$ cat src/rtl/idex_stage_if.sv
// ID/EX stage bus: upstream handshake, regfile read port, writeback snoop,
// flush and the latched execute-side fields. The stage uses the slave modport.
interface idex_stage_if #(
   parameter int XLEN  = 32,
   parameter int CNT_W = 16
);
   logic              id_valid;
   logic              id_ready;
   logic [XLEN-1:0]   id_pc;
   logic [31:0]       id_inst;
   logic [4:0]        rs1_addr;
   logic [4:0]        rs2_addr;
   logic [XLEN-1:0]   rs1_rdata;
   logic [XLEN-1:0]   rs2_rdata;
   logic              wb_we;
   logic [4:0]        wb_rd;
   logic [XLEN-1:0]   wb_data;
   logic              flush;
   logic              ex_valid;
   logic              ex_ready;
   logic [XLEN-1:0]   ex_pc;
   logic [XLEN-1:0]   ex_rs1val;
   logic [XLEN-1:0]   ex_rs2val;
   logic [XLEN-1:0]   ex_imm;
   logic [4:0]        ex_rd;
   logic [3:0]        ex_alu_ctrl;
   logic [1:0]        ex_alu_src_a;
   logic [1:0]        ex_alu_src_b;
   logic              ex_mem_re;
   logic              ex_mem_we;
   logic              ex_reg_write;
   logic              ex_wb_sel;
   logic              ex_illegal;
   logic [CNT_W-1:0]  stall_cnt;

   modport slave (
      input  id_valid, id_pc, id_inst, rs1_rdata, rs2_rdata,
             wb_we, wb_rd, wb_data, flush, ex_ready,
      output id_ready, rs1_addr, rs2_addr, ex_valid, ex_pc, ex_rs1val,
             ex_rs2val, ex_imm, ex_rd, ex_alu_ctrl, ex_alu_src_a,
             ex_alu_src_b, ex_mem_re, ex_mem_we, ex_reg_write, ex_wb_sel,
             ex_illegal, stall_cnt
   );

   modport master (
      output id_valid, id_pc, id_inst, rs1_rdata, rs2_rdata,
             wb_we, wb_rd, wb_data, flush, ex_ready,
      input  id_ready, rs1_addr, rs2_addr, ex_valid, ex_pc, ex_rs1val,
             ex_rs2val, ex_imm, ex_rd, ex_alu_ctrl, ex_alu_src_a,
             ex_alu_src_b, ex_mem_re, ex_mem_we, ex_reg_write, ex_wb_sel,
             ex_illegal, stall_cnt
   );
endinterface

$ cat src/rtl/idex_stage.sv
// RV32I ID/EX stage: decode, load-use/writeback hazard stall, flush, stall counter.
// Optional macro IDEX_WB_BYPASS_EN forwards a same-cycle writeback instead of stalling.
module idex_stage #(
   parameter int XLEN  = 32,
   parameter int CNT_W = 16
) (
   input  logic        CLK,
   input  logic        RST,
   idex_stage_if.slave bus
);
   localparam logic [6:0] OP_LUI    = 7'b0110111;
   localparam logic [6:0] OP_AUIPC  = 7'b0010111;
   localparam logic [6:0] OP_JAL    = 7'b1101111;
   localparam logic [6:0] OP_JALR   = 7'b1100111;
   localparam logic [6:0] OP_BRANCH = 7'b1100011;
   localparam logic [6:0] OP_LOAD   = 7'b0000011;
   localparam logic [6:0] OP_STORE  = 7'b0100011;
   localparam logic [6:0] OP_IMM    = 7'b0010011;
   localparam logic [6:0] OP_REG    = 7'b0110011;

   typedef struct packed {
      logic [XLEN-1:0] pc;
      logic [XLEN-1:0] imm;
      logic [4:0]      rd;
      logic [3:0]      alu_ctrl;
      logic [1:0]      alu_src_a;
      logic [1:0]      alu_src_b;
      logic            mem_re;
      logic            mem_we;
      logic            reg_write;
      logic            wb_sel;
      logic            illegal;
   } ctrl_t;

   function automatic logic [XLEN-1:0] sext32(input logic [31:0] v);
      return XLEN'($signed(v));
   endfunction

   function automatic logic [XLEN-1:0] imm_i(input logic [31:0] inst);
      return sext32({{20{inst[31]}}, inst[31:20]});
   endfunction

   function automatic logic [XLEN-1:0] imm_s(input logic [31:0] inst);
      return sext32({{20{inst[31]}}, inst[31:25], inst[11:7]});
   endfunction

   function automatic logic [XLEN-1:0] imm_b(input logic [31:0] inst);
      return sext32({{19{inst[31]}}, inst[31], inst[7], inst[30:25], inst[11:8], 1'b0});
   endfunction

   function automatic logic [XLEN-1:0] imm_u(input logic [31:0] inst);
      return sext32({inst[31:12], 12'b0});
   endfunction

   function automatic logic [XLEN-1:0] imm_j(input logic [31:0] inst);
      return sext32({{11{inst[31]}}, inst[31], inst[19:12], inst[20], inst[30:21], 1'b0});
   endfunction

   ctrl_t            dec_s;
   ctrl_t            ex_r;
   logic             ex_valid_r;
   logic [XLEN-1:0]  ex_rs1val_r;
   logic [XLEN-1:0]  ex_rs2val_r;
   logic [CNT_W-1:0] stall_cnt_r;
   logic [6:0]       opcode_s;
   logic [2:0]       funct3_s;
   logic [4:0]       rs1_s;
   logic [4:0]       rs2_s;
   logic             use_rs1_s;
   logic             use_rs2_s;
   logic             lu_hazard_s;
   logic             wb_hazard_s;
   logic             hazard_s;
   logic             id_ready_s;
   logic [XLEN-1:0]  rs1val_s;
   logic [XLEN-1:0]  rs2val_s;

   assign opcode_s = bus.id_inst[6:0];
   assign funct3_s = bus.id_inst[14:12];
   assign rs1_s    = bus.id_inst[19:15];
   assign rs2_s    = bus.id_inst[24:20];
   assign bus.rs1_addr = rs1_s;
   assign bus.rs2_addr = rs2_s;

   assign use_rs1_s = (opcode_s == OP_JALR) | (opcode_s == OP_BRANCH) | (opcode_s == OP_LOAD) |
                      (opcode_s == OP_STORE) | (opcode_s == OP_IMM) | (opcode_s == OP_REG);
   assign use_rs2_s = (opcode_s == OP_REG) | (opcode_s == OP_STORE) | (opcode_s == OP_BRANCH);

   assign lu_hazard_s = ex_valid_r & ex_r.mem_re & (ex_r.rd != 5'd0) &
                        ((use_rs1_s & (ex_r.rd == rs1_s)) | (use_rs2_s & (ex_r.rd == rs2_s)));
   assign hazard_s    = lu_hazard_s | wb_hazard_s;
   assign id_ready_s  = bus.flush | (~hazard_s & (~ex_valid_r | bus.ex_ready));
   assign bus.id_ready = id_ready_s;

`ifdef IDEX_WB_BYPASS_EN
   // Forward a writeback that targets a register being read this cycle.
   always_comb begin
      wb_hazard_s = 1'b0;
      if (bus.wb_we && (bus.wb_rd != 5'd0) && (bus.wb_rd == rs1_s)) begin
         rs1val_s = bus.wb_data;
      end else begin
         rs1val_s = bus.rs1_rdata;
      end
      if (bus.wb_we && (bus.wb_rd != 5'd0) && (bus.wb_rd == rs2_s)) begin
         rs2val_s = bus.wb_data;
      end else begin
         rs2val_s = bus.rs2_rdata;
      end
   end
`else
   // Without forwarding, a writeback to a used source stalls one cycle for the regfile.
   always_comb begin
      rs1val_s    = bus.rs1_rdata;
      rs2val_s    = bus.rs2_rdata;
      wb_hazard_s = bus.wb_we & (bus.wb_rd != 5'd0) &
                    ((use_rs1_s & (bus.wb_rd == rs1_s)) | (use_rs2_s & (bus.wb_rd == rs2_s)));
   end
`endif

   // Instruction decode into the control fields latched by ID/EX.
   always_comb begin
      dec_s    = '0;
      dec_s.pc = bus.id_pc;
      dec_s.rd = bus.id_inst[11:7];
      case (opcode_s)
         OP_LUI: begin
            dec_s.imm = imm_u(bus.id_inst); dec_s.alu_src_a = 2'b10; dec_s.alu_src_b = 2'b01;
            dec_s.reg_write = 1'b1;
         end
         OP_AUIPC: begin
            dec_s.imm = imm_u(bus.id_inst); dec_s.alu_src_a = 2'b01; dec_s.alu_src_b = 2'b01;
            dec_s.reg_write = 1'b1;
         end
         OP_JAL: begin
            dec_s.imm = imm_j(bus.id_inst); dec_s.alu_src_a = 2'b01; dec_s.alu_src_b = 2'b10;
            dec_s.reg_write = 1'b1;
         end
         OP_JALR: begin
            dec_s.imm = imm_i(bus.id_inst); dec_s.alu_src_a = 2'b01; dec_s.alu_src_b = 2'b10;
            dec_s.reg_write = 1'b1;
         end
         OP_BRANCH: begin
            dec_s.imm = imm_b(bus.id_inst); dec_s.alu_ctrl = 4'b1000; dec_s.rd = 5'd0;
         end
         OP_LOAD: begin
            dec_s.imm = imm_i(bus.id_inst); dec_s.alu_src_b = 2'b01; dec_s.mem_re = 1'b1;
            dec_s.reg_write = 1'b1; dec_s.wb_sel = 1'b1;
         end
         OP_STORE: begin
            dec_s.imm = imm_s(bus.id_inst); dec_s.alu_src_b = 2'b01; dec_s.mem_we = 1'b1;
            dec_s.rd = 5'd0;
         end
         OP_IMM: begin
            // Only the right shifts carry funct7[5] (SRLI vs SRAI) into the ALU code.
            dec_s.imm = imm_i(bus.id_inst); dec_s.alu_src_b = 2'b01; dec_s.reg_write = 1'b1;
            if (funct3_s == 3'b101) begin
               dec_s.alu_ctrl = {bus.id_inst[30], funct3_s};
            end else begin
               dec_s.alu_ctrl = {1'b0, funct3_s};
            end
         end
         OP_REG: begin
            dec_s.alu_ctrl = {bus.id_inst[30], funct3_s}; dec_s.reg_write = 1'b1;
         end
         default: begin
            dec_s.illegal = 1'b1;
         end
      endcase
   end

   // ID/EX register and stall counter.
   always_ff @(posedge CLK) begin
      if (RST) begin
         ex_valid_r  <= 1'b0;
         ex_r        <= '0;
         ex_rs1val_r <= '0;
         ex_rs2val_r <= '0;
         stall_cnt_r <= '0;
      end else begin
         if (bus.flush) begin
            ex_valid_r <= 1'b0;
         end else if (hazard_s && bus.ex_ready) begin
            ex_valid_r <= 1'b0;
         end else if (bus.id_valid && id_ready_s) begin
            ex_valid_r  <= 1'b1;
            ex_r        <= dec_s;
            ex_rs1val_r <= rs1val_s;
            ex_rs2val_r <= rs2val_s;
         end else if (bus.ex_ready) begin
            ex_valid_r <= 1'b0;
         end else begin
            ex_valid_r <= ex_valid_r;
         end
         if (bus.id_valid && hazard_s && !bus.flush && (stall_cnt_r != '1)) begin
            stall_cnt_r <= stall_cnt_r + CNT_W'(1);
         end else begin
            stall_cnt_r <= stall_cnt_r;
         end
      end
   end

   assign bus.ex_valid     = ex_valid_r;
   assign bus.ex_pc        = ex_r.pc;
   assign bus.ex_rs1val    = ex_rs1val_r;
   assign bus.ex_rs2val    = ex_rs2val_r;
   assign bus.ex_imm       = ex_r.imm;
   assign bus.ex_rd        = ex_r.rd;
   assign bus.ex_alu_ctrl  = ex_r.alu_ctrl;
   assign bus.ex_alu_src_a = ex_r.alu_src_a;
   assign bus.ex_alu_src_b = ex_r.alu_src_b;
   assign bus.ex_mem_re    = ex_r.mem_re;
   assign bus.ex_mem_we    = ex_r.mem_we;
   assign bus.ex_reg_write = ex_r.reg_write;
   assign bus.ex_wb_sel    = ex_r.wb_sel;
   assign bus.ex_illegal   = ex_r.illegal;
   assign bus.stall_cnt    = stall_cnt_r;
endmodule
$ cat src/flat_wrapper.sv
// flat-port wrapper written by rule: the top's interface ports become plain ports
module idex_stage_flat 
#(
   parameter int XLEN  = 32,
   parameter int CNT_W = 16
)
  (CLK, RST, bus_id_valid, bus_id_pc, bus_id_inst, bus_rs1_rdata, bus_rs2_rdata, bus_wb_we, bus_wb_rd, bus_wb_data, bus_flush, bus_ex_ready, bus_id_ready, bus_rs1_addr, bus_rs2_addr, bus_ex_valid, bus_ex_pc, bus_ex_rs1val, bus_ex_rs2val, bus_ex_imm, bus_ex_rd, bus_ex_alu_ctrl, bus_ex_alu_src_a, bus_ex_alu_src_b, bus_ex_mem_re, bus_ex_mem_we, bus_ex_reg_write, bus_ex_wb_sel, bus_ex_illegal, bus_stall_cnt);
  idex_stage_if #(.XLEN(XLEN), .CNT_W(CNT_W)) bus_i ();
  input  logic CLK;
  input  logic RST;
  input wire logic [$bits(bus_i.id_valid)-1:0] bus_id_valid;
  input wire logic [$bits(bus_i.id_pc)-1:0] bus_id_pc;
  input wire logic [$bits(bus_i.id_inst)-1:0] bus_id_inst;
  input wire logic [$bits(bus_i.rs1_rdata)-1:0] bus_rs1_rdata;
  input wire logic [$bits(bus_i.rs2_rdata)-1:0] bus_rs2_rdata;
  input wire logic [$bits(bus_i.wb_we)-1:0] bus_wb_we;
  input wire logic [$bits(bus_i.wb_rd)-1:0] bus_wb_rd;
  input wire logic [$bits(bus_i.wb_data)-1:0] bus_wb_data;
  input wire logic [$bits(bus_i.flush)-1:0] bus_flush;
  input wire logic [$bits(bus_i.ex_ready)-1:0] bus_ex_ready;
  output wire logic [$bits(bus_i.id_ready)-1:0] bus_id_ready;
  output wire logic [$bits(bus_i.rs1_addr)-1:0] bus_rs1_addr;
  output wire logic [$bits(bus_i.rs2_addr)-1:0] bus_rs2_addr;
  output wire logic [$bits(bus_i.ex_valid)-1:0] bus_ex_valid;
  output wire logic [$bits(bus_i.ex_pc)-1:0] bus_ex_pc;
  output wire logic [$bits(bus_i.ex_rs1val)-1:0] bus_ex_rs1val;
  output wire logic [$bits(bus_i.ex_rs2val)-1:0] bus_ex_rs2val;
  output wire logic [$bits(bus_i.ex_imm)-1:0] bus_ex_imm;
  output wire logic [$bits(bus_i.ex_rd)-1:0] bus_ex_rd;
  output wire logic [$bits(bus_i.ex_alu_ctrl)-1:0] bus_ex_alu_ctrl;
  output wire logic [$bits(bus_i.ex_alu_src_a)-1:0] bus_ex_alu_src_a;
  output wire logic [$bits(bus_i.ex_alu_src_b)-1:0] bus_ex_alu_src_b;
  output wire logic [$bits(bus_i.ex_mem_re)-1:0] bus_ex_mem_re;
  output wire logic [$bits(bus_i.ex_mem_we)-1:0] bus_ex_mem_we;
  output wire logic [$bits(bus_i.ex_reg_write)-1:0] bus_ex_reg_write;
  output wire logic [$bits(bus_i.ex_wb_sel)-1:0] bus_ex_wb_sel;
  output wire logic [$bits(bus_i.ex_illegal)-1:0] bus_ex_illegal;
  output wire logic [$bits(bus_i.stall_cnt)-1:0] bus_stall_cnt;
  assign bus_i.id_valid = bus_id_valid;
  assign bus_i.id_pc = bus_id_pc;
  assign bus_i.id_inst = bus_id_inst;
  assign bus_i.rs1_rdata = bus_rs1_rdata;
  assign bus_i.rs2_rdata = bus_rs2_rdata;
  assign bus_i.wb_we = bus_wb_we;
  assign bus_i.wb_rd = bus_wb_rd;
  assign bus_i.wb_data = bus_wb_data;
  assign bus_i.flush = bus_flush;
  assign bus_i.ex_ready = bus_ex_ready;
  assign bus_id_ready = bus_i.id_ready;
  assign bus_rs1_addr = bus_i.rs1_addr;
  assign bus_rs2_addr = bus_i.rs2_addr;
  assign bus_ex_valid = bus_i.ex_valid;
  assign bus_ex_pc = bus_i.ex_pc;
  assign bus_ex_rs1val = bus_i.ex_rs1val;
  assign bus_ex_rs2val = bus_i.ex_rs2val;
  assign bus_ex_imm = bus_i.ex_imm;
  assign bus_ex_rd = bus_i.ex_rd;
  assign bus_ex_alu_ctrl = bus_i.ex_alu_ctrl;
  assign bus_ex_alu_src_a = bus_i.ex_alu_src_a;
  assign bus_ex_alu_src_b = bus_i.ex_alu_src_b;
  assign bus_ex_mem_re = bus_i.ex_mem_re;
  assign bus_ex_mem_we = bus_i.ex_mem_we;
  assign bus_ex_reg_write = bus_i.ex_reg_write;
  assign bus_ex_wb_sel = bus_i.ex_wb_sel;
  assign bus_ex_illegal = bus_i.ex_illegal;
  assign bus_stall_cnt = bus_i.stall_cnt;
  idex_stage #(.XLEN(XLEN), .CNT_W(CNT_W)) u_core (.CLK(CLK), .RST(RST), .bus(bus_i));
endmodule
$ cat config.mk
export PLATFORM = sky130hd
export DESIGN_NAME = idex_stage_flat
export DESIGN_NICKNAME = d
export VERILOG_FILES = /design/src/rtl/idex_stage_if.sv /design/src/rtl/idex_stage.sv /design/src/flat_wrapper.sv
export SDC_FILE = /design/constraint.sdc
export NUM_CORES = 1
export LEC_CHECK = 0
export BUFFER_PORTS_ARGS = -buffer_cell sky130_fd_sc_hd__buf_2
export CORE_MARGIN = 10
export CORE_UTILIZATION = 53
export CTS_BUF_LIST = sky130_fd_sc_hd__clkbuf_2 sky130_fd_sc_hd__clkbuf_4 sky130_fd_sc_hd__clkbuf_8
export CTS_CLUSTER_SIZE = 8
export DETAILED_ROUTE_END_ITERATION = 16
export GPL_TIMING_DRIVEN = 1
export MAX_ROUTING_LAYER = met4
export PLACE_DENSITY_LB_ADDON = 0.05
export REMOVE_ABC_BUFFERS = 1
export SYNTH_ARGS = -nofsm -noshare
export SYNTH_HDL_FRONTEND = slang
export SYNTH_SLANG_ARGS = --single-unit
$ cat constraint.sdc
create_clock -name CLK -period 4.3 [get_ports CLK]
set_input_delay 0.645 -clock CLK [delete_from_list [all_inputs] [get_ports CLK]]
set_output_delay 0.645 -clock CLK [all_outputs]
set_load 0.1 [all_outputs]
==> results.cfg, run 1 <==
[outcome]
status = completed

[drt]
num_vias = 8230
dr.pass1.iters = 5
ant_nets = 0
route.detailed.drc = 0
vias_per_cell = 6.27
wl_per_cell_um = 21.4
postRouteWirelength_um = 28100
drt_iter0_markers = 688

[clocking]
clock_latency_ps = 450
holdBufCountCts = 0
cts-root-buf = clkbuf_8
cts.sinks = 162
cts_setup_buffers = 0
tritoncts = done
cts_max_level = 4
cts_buffers = 17
clk_pin_slew_ps = 80
post_cts_resized = 0
cts_buffer_depth = 2

[worst_setup_path]
required_ps = 3650
worst_setup_path_end_kind = primary output
cp_slowest_cell = or4_1
arrival_ps = 2640
startpoint_type = register
worstPathMaxFanout = 5
crit_path_max_incr_delay_ps = 550
path_class = register to primary output
crit_chain = or4_1 > o211ai_2 > nor4_2 > o21a_4 > o31ai_1 > buf_2

[logic_synthesis]
yosys_warnings = 0
syn_area_per_cell_um2 = 8.72
yosys.area.top_type = dfxtp_1
synth_commonest_cells = 162 x dfxtp_1, 110 x a21oi_1, 102 x nand4_1
synth_top_area_frac = 0.416
synth-edff-count = 0
synth_top_flop_cell = dfxtp_1
ys_seq_elements = 162
ys_types = 53
yosys-top-cells-area = dfxtp_1 42%, o31ai_1 9.5%, nand4_1 8.2%
async_reset_ff_frac = 0
syn-instance-count = 893
yosysMostFrequentCell = dfxtp_1
synth_area_mm2 = 0.00779
seq_area_frac_synth = 0.416

[timing]
max_freq_mhz = 304
rsz0062_at_grt = no
slew_headroom = 0.226
min_period_ps = 3280
period_share = 0.764
finalMaxSlewViolations = 0
hold_violations = 0
layout_setup_ws_ps = 1020
worst_pin_slew_ps = 1150
fin_skew_ps = 11.7
setup_viol = 0
hold_ws_ps = 393

[pwr]
pwr-share-clk = 0.329
comb_power_share = 0.238
intPower_mw = 2.39
p_switching_mw = 1.29
switching_share = 0.350
p_leak_nw = 4.16
pwr-share-seq = 0.433
power.density_mw_per_mm2 = 383
ir_drop_mv = 0.172

[die]
io_pins = 345
initial_core_util = 0.538
die_h_um = 141
die_area_mm2 = 0.0200
die_w_um = 141
coreArea_mm2 = 0.0145
rows = 44

[grt]
grt_pass1_wl_um = 43000
antenna_found_initial = 1
grt_pass1_vias = 7716
grt_util_all_layers = 0.268
grt-ovfl-total = 0
grt_max_degree = 129

[layout]
drive_gt1_frac = 0.346
syn_to_final_growth_pct = 23.3
seq_area_mm2 = 0.00324
multi_input_area_mm2 = 0.00399
nFillCells = 1312
layout.nets = 1286

[worst_hold_path]
hold_path_class = primary input to register

[place]
hpwlAfterDp_um = 19000
numPortBuffers = 312
place_ws_ps = 811
globalplace.congestion = 0.925

[flow_run]
cap_violations = 0
==> metal layers <==
layer | vias to the layer above | GRT usage | part of all wire
met2 | 424 | 0.397 | 0.46
met4 | 0 | 0.115 | 0.037
met1 | 3867 | 0.345 | 0.42
met3 | 64 | 0.0595 | 0.088
li1 | 3875 | - | -
met5 | - | - | 0
==> critical path: cells and delay by family (launching register included) <==
| family | cells | cell delay (ps) |
|---|---|---|
| buffers and inverters | 1 | 480 |
| DFF | 1 | 370 |
| AOI/OAI and AO/OA | 3 | 650 |
| and+or+nand+nor | 2 | 670 |
==> cells by family after synthesis <==
group / after synthesis / share of synthesized area
mux: 25 / 0.0344
buf+inv: 130 / 0.0780
compound gates: 335 / 0.285
simple gates: 220 / 0.162
xor+xnor: 20 / 0.0225
flops: 162 / 0.416
fa+ha+maj: 1 / 0.00161
==> registers in the layout, summed over array words and instances, names as in the netlist, 2 cells and up <==
name,flops
u_core.bus.ex_alu_src_a,2
u_core.bus.ex_alu_ctrl,4
u_core.bus.ex_alu_src_b,2
u_core.bus.ex_rs1val,32
u_core.bus.ex_rs2val,32
u_core.bus.ex_pc,32
u_core.bus.stall_cnt,16
u_core.bus.ex_imm,32
u_core.bus.ex_rd,5
==> cell usage in the layout (no fill, tap or decap), types with 12 or more instances in the layout <==
master / count
a211oi_1: 24
a21oi_1: 110
a22oi_1: 15
a31oi_1: 31
buf_2: 311
buf_4: 14
clkbuf_8: 21
dfxtp_1: 162
mux2_2: 14
nand2_1: 35
nand3_1: 15
nand4_1: 102
nor2_1: 19
nor2b_1: 17
o21ai_0: 15
o31ai_1: 99
xnor2_1: 12
==> through the flow <==
step / instance area, um^2 / setup TNS [ps] / util / instances / power (mW)
6_report: 9610 / 0 / 0.663 / 1312 / 3.68
5_1_grt: 9610 / 0 / 0.663 / 1312 / 3.79
4_1_cts: 9600 / 0 / 0.663 / 1311 / 3.70
3_3_place_gp: 9170 / 0 / 0.633 / 1279 / 2.49
3_5_place_dp: 9170 / 0 / 0.633 / 1279 / 2.50
2_1_floorplan: 7210 / -224920 / - / 769 / 2.23
==> power groups by stage <==
stage	clock [mW]	combinational (mW)	sequential, mW
floorplan	0	0.165	2.07
global placement	0	0.870	1.62
detailed placement	0	0.875	1.63
CTS	1.23	0.875	1.59
global route	1.28	0.913	1.60
finish	1.21	0.874	1.59
==> final cells by class <==
type                       instances  area share
tap                              184      0.0240
timing repair buffer             326       0.175
sequential                       162       0.338
multi-input combinational        601       0.415
clock buffer                      24      0.0324
inverter                           6     0.00234
antenna                            1    0.000261
clock inverter                     8      0.0129
==> final timing paths <==
| path | from | to | slack, ps | cells after the start |
|---|---|---|---|---|
| hold / removal | bus_flush | u_core.bus.ex_valid | 390 | 2 |
| setup reg to reg | u_core.bus.ex_rd[0] | u_core.bus.stall_cnt[10] | 1460 | 7 |
| hold reg to reg | u_core.bus.ex_imm[9] | u_core.bus.ex_imm[9] | 460 | 2 |
| setup / recovery | u_core.bus.ex_rd[0] | bus_id_ready | 1020 | 6 |
Note: power is estimated with default switching activity, not from simulation.
==> run 2: changes to the inputs <==
--- a/config.mk
+++ b/config.mk
@@ -7,7 +7,7 @@
 export LEC_CHECK = 0
 export BUFFER_PORTS_ARGS = -buffer_cell sky130_fd_sc_hd__buf_2
 export CORE_MARGIN = 10
-export CORE_UTILIZATION = 53
+export CORE_UTILIZATION = 49
 export CTS_BUF_LIST = sky130_fd_sc_hd__clkbuf_2 sky130_fd_sc_hd__clkbuf_4 sky130_fd_sc_hd__clkbuf_8
 export CTS_CLUSTER_SIZE = 8
 export DETAILED_ROUTE_END_ITERATION = 16
==> constraint.sdc (replaced) <==
create_clock -name CLK -period 3.44 [get_ports CLK]
set_input_delay 0.516 -clock CLK [delete_from_list [all_inputs] [get_ports CLK]]
set_output_delay 0.516 -clock CLK [all_outputs]
set_load 0.1 [all_outputs]
==> run 2 against run 1 <==
Sequential share of layout area fell by 0.25 points; non-clock buffer count rose by 5; largest power group unchanged; combinational power rose by 26%; worst setup slack got worse by 760 ps; routed wire length rose by 2.1%; via count fell by 0.47%; clock skew barely moved; critical endpoint unchanged; cell area rose by 0.74%; cell count rose by 2.7%.
==> results.cfg, run 2 (same netlist as run 1, synthesis figures left out) <==
[timing]
slew_headroom = 0.480
finalMaxSlewViolations = 0
min_period_ps = 3180
hold_violations = 0
max_freq_mhz = 314
setup_viol = 0
worst_pin_slew_ps = 780
tns_ps = 0
fin_skew_ps = 11.5
rsz0062_at_grt = no
period_share = 0.925

[layout]
drive_gt1_frac = 0.349
fin_util = 0.616
final_cells = 1348
final_common_cell = buf_2
layout_common_cells = 311 x buf_2, 162 x dfxtp_1, 110 x a21oi_1, 102 x nand4_1, 99 x o31ai_1
diodes = 0
layout.nets = 1291
nFillCells = 1479
fin_area_mm2 = 0.00968
syn_to_final_growth_pct = 24.2

[worst_setup_path]
arrival_ps = 2670
startpoint_type = register
required_ps = 2920
cp-endpoint = bus_id_ready
reg2reg_to = u_core.bus.ex_mem_we
ff2ff_setup_slack_ps = 800
worstPathMaxFanout = 5
r2r_start = u_core.bus.ex_rd[0]
critPathLaunch = u_core.bus.ex_rd[0]
path_class = register to primary output
worst_setup_path_end_kind = primary output
r2r_cells = 8

[clocking]
cts_max_level = 4
cts_buffers = 17
cts.sinks = 162
cts_setup_buffers = 0
clk_pin_slew_ps = 80
clock_latency_ps = 460
cts_buffer_depth = 2
post_cts_resized = 0
tritoncts = done
holdBufCountCts = 0
cts-root-buf = clkbuf_8

[die]
initial_core_util = 0.496
io_pins = 345
die_area_mm2 = 0.0213
rows = 46
die_h_um = 146
die_w_um = 146
coreArea_mm2 = 0.0157

[worst_hold_path]
hold_path_class = primary input to register

[grt]
grt_max_degree = 129
grt-ovfl-total = 0
grt_pass1_vias = 7736
grt_util_all_layers = 0.258
antenna_found_initial = 0
grt_pass1_wl_um = 44400

[pwr]
p_leak_nw = 4.16
power.density_mw_per_mm2 = 458
finalPower_mw = 4.43
ir_drop_mv = 0.242

[drt]
num_vias = 8191
route.detailed.drc = 0
wl_per_cell_um = 21.2
drt_iter0_markers = 722
ant_nets = 0
postRouteWirelength_um = 28600
vias_per_cell = 6.08
dr.pass1.iters = 5

[place]
numPortBuffers = 312
globalplace.congestion = 0.906
dpl_cell_area_mm2 = 0.00931
hpwlAfterDp_um = 19300
place_inst = 1316

[outcome]
status = completed

[flow_run]
cap_violations = 0
==> run 2: cell types whose count changed in the layout (fill, tap and decap cells not counted), sizes merged <==
cell / before / now
clkinvlp: 2 / 4
bufinv: 3 / 1
diode: 1 / 0
clkbuf: 24 / 18
clkinv: 2 / 4
inv: 7 / 11
buf: 326 / 331
==> run 2: worst min-delay path by stage <==
stage / from / end / slack (ps) / cells after the start
floorplan: RST / u_core.bus.ex_alu_src_b[1] / 590 / 1
global placement: u_core.bus.ex_imm[5] / u_core.bus.ex_imm[5] / 440 / 2
detailed placement: u_core.bus.ex_rs1val[19] / u_core.bus.ex_rs1val[19] / 460 / 2
CTS: bus_flush / u_core.bus.ex_valid / 230 / 2
global route: bus_flush / u_core.bus.ex_valid / 230 / 2
finish: bus_flush / u_core.bus.ex_valid / 250 / 2
==> run 2: through the flow <==
step | hold WS (ps) | setup WS (ps)
after global placement | 445 | 454
after global routing | 229 | 131
final | 249 | 259
after detailed placement | 457 | 433
after CTS | 226 | 234
after floorplan | 585 | -3340
==> run 2: cell type report <==
class	instances	area (um^2)	area share
Multi-Input combinational cell	601	3990	0.412
Inverter	6	22.5	0.00233
Clock inverter	14	128	0.0132
Timing Repair Buffer	331	1780	0.184
Tap cell	216	270	0.0279
Sequential cell	162	3240	0.335
Clock buffer	18	241	0.0250
==> run 2: power by group <==
group	total [mW]	switching, mW	internal, mW
combinational	1.10	0.879	0.221
sequential	1.99	0.0423	1.95
clock	1.34	0.754	0.587
total	4.43	1.67	2.76
==> run 2: metal layers <==
metal | vias up | global-route usage | routed length [um]
met5 | - | - | 0
met4 | 0 | 0.0861 | 661
met3 | 41 | 0.0547 | 1940
met2 | 361 | 0.402 | 13500
met1 | 3886 | 0.328 | 12600
li1 | 3903 | - | -
==> run 2: critical path, cell delays in order, from the launching register on <==
cell      delay (ps)
dfxtp_1          380
or4_1            550
o211ai_2         200
nor4_2           120
o21a_4           240
o31ai_1          230
buf_2            480
==> run 3: changes to the inputs <==
--- a/config.mk
+++ b/config.mk
@@ -7,8 +7,7 @@
 export LEC_CHECK = 0
 export BUFFER_PORTS_ARGS = -buffer_cell sky130_fd_sc_hd__buf_2
 export CORE_MARGIN = 10
-export CORE_UTILIZATION = 49
-export CTS_BUF_LIST = sky130_fd_sc_hd__clkbuf_2 sky130_fd_sc_hd__clkbuf_4 sky130_fd_sc_hd__clkbuf_8
+export CORE_UTILIZATION = 48
 export CTS_CLUSTER_SIZE = 8
 export DETAILED_ROUTE_END_ITERATION = 16
 export GPL_TIMING_DRIVEN = 1
==> run 3 against run 2 <==
Cell count increased by 0.30%; combinational power about the same; worst setup slack improved by 3.9 ps; critical path type unchanged; sequential power about the same; critical path depth unchanged.
==> results.cfg, run 3 (same netlist as run 1, synthesis figures left out) <==
[pwr]
power.density_mw_per_mm2 = 507
p_leak_nw = 4.27
ir_drop_mv = 0.372
finalPower_mw = 5.03

[grt]
grt_pass1_vias = 7571
antenna_found_initial = 0
grt-ovfl-total = 0
grt_util_all_layers = 0.253
grt_max_degree = 98
grt_pass1_wl_um = 43800

[clocking]
post_cts_resized = 0
cts_setup_buffers = 0
clock_latency_ps = 440
cts_buffers = 17
tritoncts = done
cts_buffer_depth = 2
holdBufCountCts = 0
cts_max_level = 4
cts-root-buf = clkbuf_16
cts.sinks = 162
clk_pin_slew_ps = 60

[die]
die_area_mm2 = 0.0217
die_h_um = 147
initial_core_util = 0.490
die_w_um = 147
rows = 46
io_pins = 345
coreArea_mm2 = 0.0159

[timing]
layout_setup_ws_ps = 263
period_share = 0.924
fin_skew_ps = 8.48
slew_headroom = 0.375
finalMaxSlewViolations = 0
setup_viol = 0
max_freq_mhz = 315
min_period_ps = 3180
tns_ps = 0
worst_pin_slew_ps = 928
rsz0062_at_grt = no
hold_violations = 0

[worst_hold_path]
min_from = bus_flush
hold_path_class = primary input to register
whs_path_depth = 2

[worst_setup_path]
path_class = register to primary output
r2r_start = u_core.bus.ex_rd[0]
worstPathMaxFanout = 5
path_buf_inv = 1
crit_chain = or4_1 > o211ai_2 > nor4_2 > o21a_4 > o31ai_1 > buf_2
arrival_ps = 2660
r2r_cells = 7
crit_family = simple AND/OR/NAND/NOR gates
critPathLaunch = u_core.bus.ex_rd[0]
timing.critical_path.depth = 6
cp_slowest_cell = or4_1
startpoint_type = register
required_ps = 2920
worst_setup_path_end_kind = primary output
crit_path_max_incr_delay_ps = 560

[layout]
fin_util = 0.624
final_common_cell = buf_2
syn_to_final_growth_pct = 27.3
nFillCells = 1477
multi_input_area_mm2 = 0.00399
layout_common_cells = 311 x buf_2, 162 x dfxtp_1, 110 x a21oi_1, 102 x nand4_1, 99 x o31ai_1
layout.nets = 1293
drive_gt1_frac = 0.346
seq_area_mm2 = 0.00324

[drt]
postRouteWirelength_um = 28700
ant_nets = 0
drt_iter0_markers = 763
route.detailed.drc = 0
num_vias = 8115
vias_per_cell = 6.00
dr.pass1.iters = 5
wl_per_cell_um = 21.3

[place]
hpwlAfterDp_um = 19500
numPortBuffers = 312
globalplace.congestion = 0.888
place_ws_ps = 478

[outcome]
status = completed

[flow_run]
cap_violations = 0
-- run 3: changes by cell type in the layout (fill, tap and decap cells not counted) --
cell / previous run / this run
inv_6: 5 / 0
buf_4: 14 / 16
clkbuf_1: 0 / 5
clkbuf_4: 1 / 0
bufinv_16: 1 / 3
clkbuf_8: 17 / 1
clkinvlp_4: 4 / 3
clkbuf_16: 0 / 17
clkinv_2: 3 / 2
diode_2: 0 / 2
-- run 3: per-layer routing --
metal | share of wire | track usage | vias to the layer above | wire length [um]
met2 | 0.46 | 0.376 | 383 | 13200
met3 | 0.079 | 0.0568 | 42 | 2270
met5 | 0 | - | - | 0
met4 | 0.027 | 0.0937 | 0 | 779
li1 | - | - | 3901 | -
met1 | 0.44 | 0.331 | 3789 | 12500
-- run 3: stage by stage --
stage / cell area, um^2 / std cells / hold slack, ps
2_1_floorplan: 7210 / 769 / 585
3_3_place_gp: 9320 / 1318 / 444
3_5_place_dp: 9320 / 1318 / 448
4_1_cts: 9910 / 1350 / 261
5_1_grt: 9910 / 1350 / 275
6_report: 9920 / 1352 / 280
-- run 3: area by class of cell --
type	instances	area share
Multi-Input combinational cell	601	0.402
Sequential cell	162	0.327
Timing Repair Buffer	333	0.181
Clock buffer	23	0.0462
Tap cell	216	0.0273
Clock inverter	9	0.0132
Inverter	6	0.00227
Antenna cell	2	0.000505
-- run 3: path summary, 6_finish.rpt --
kind                      endpoint  slack, ps
min            u_core.bus.ex_valid        280
max reg2reg  u_core.bus.ex_imm[30]        720
max                   bus_id_ready        260
min reg2reg   u_core.bus.ex_imm[7]        460
-- run 3: report_power, final --
| part | switching [mW] | internal [mW] |
|---|---|---|
| combinational | 0.879 | 0.219 |
| sequential | 0.0409 | 1.95 |
| clock | 0.775 | 1.16 |
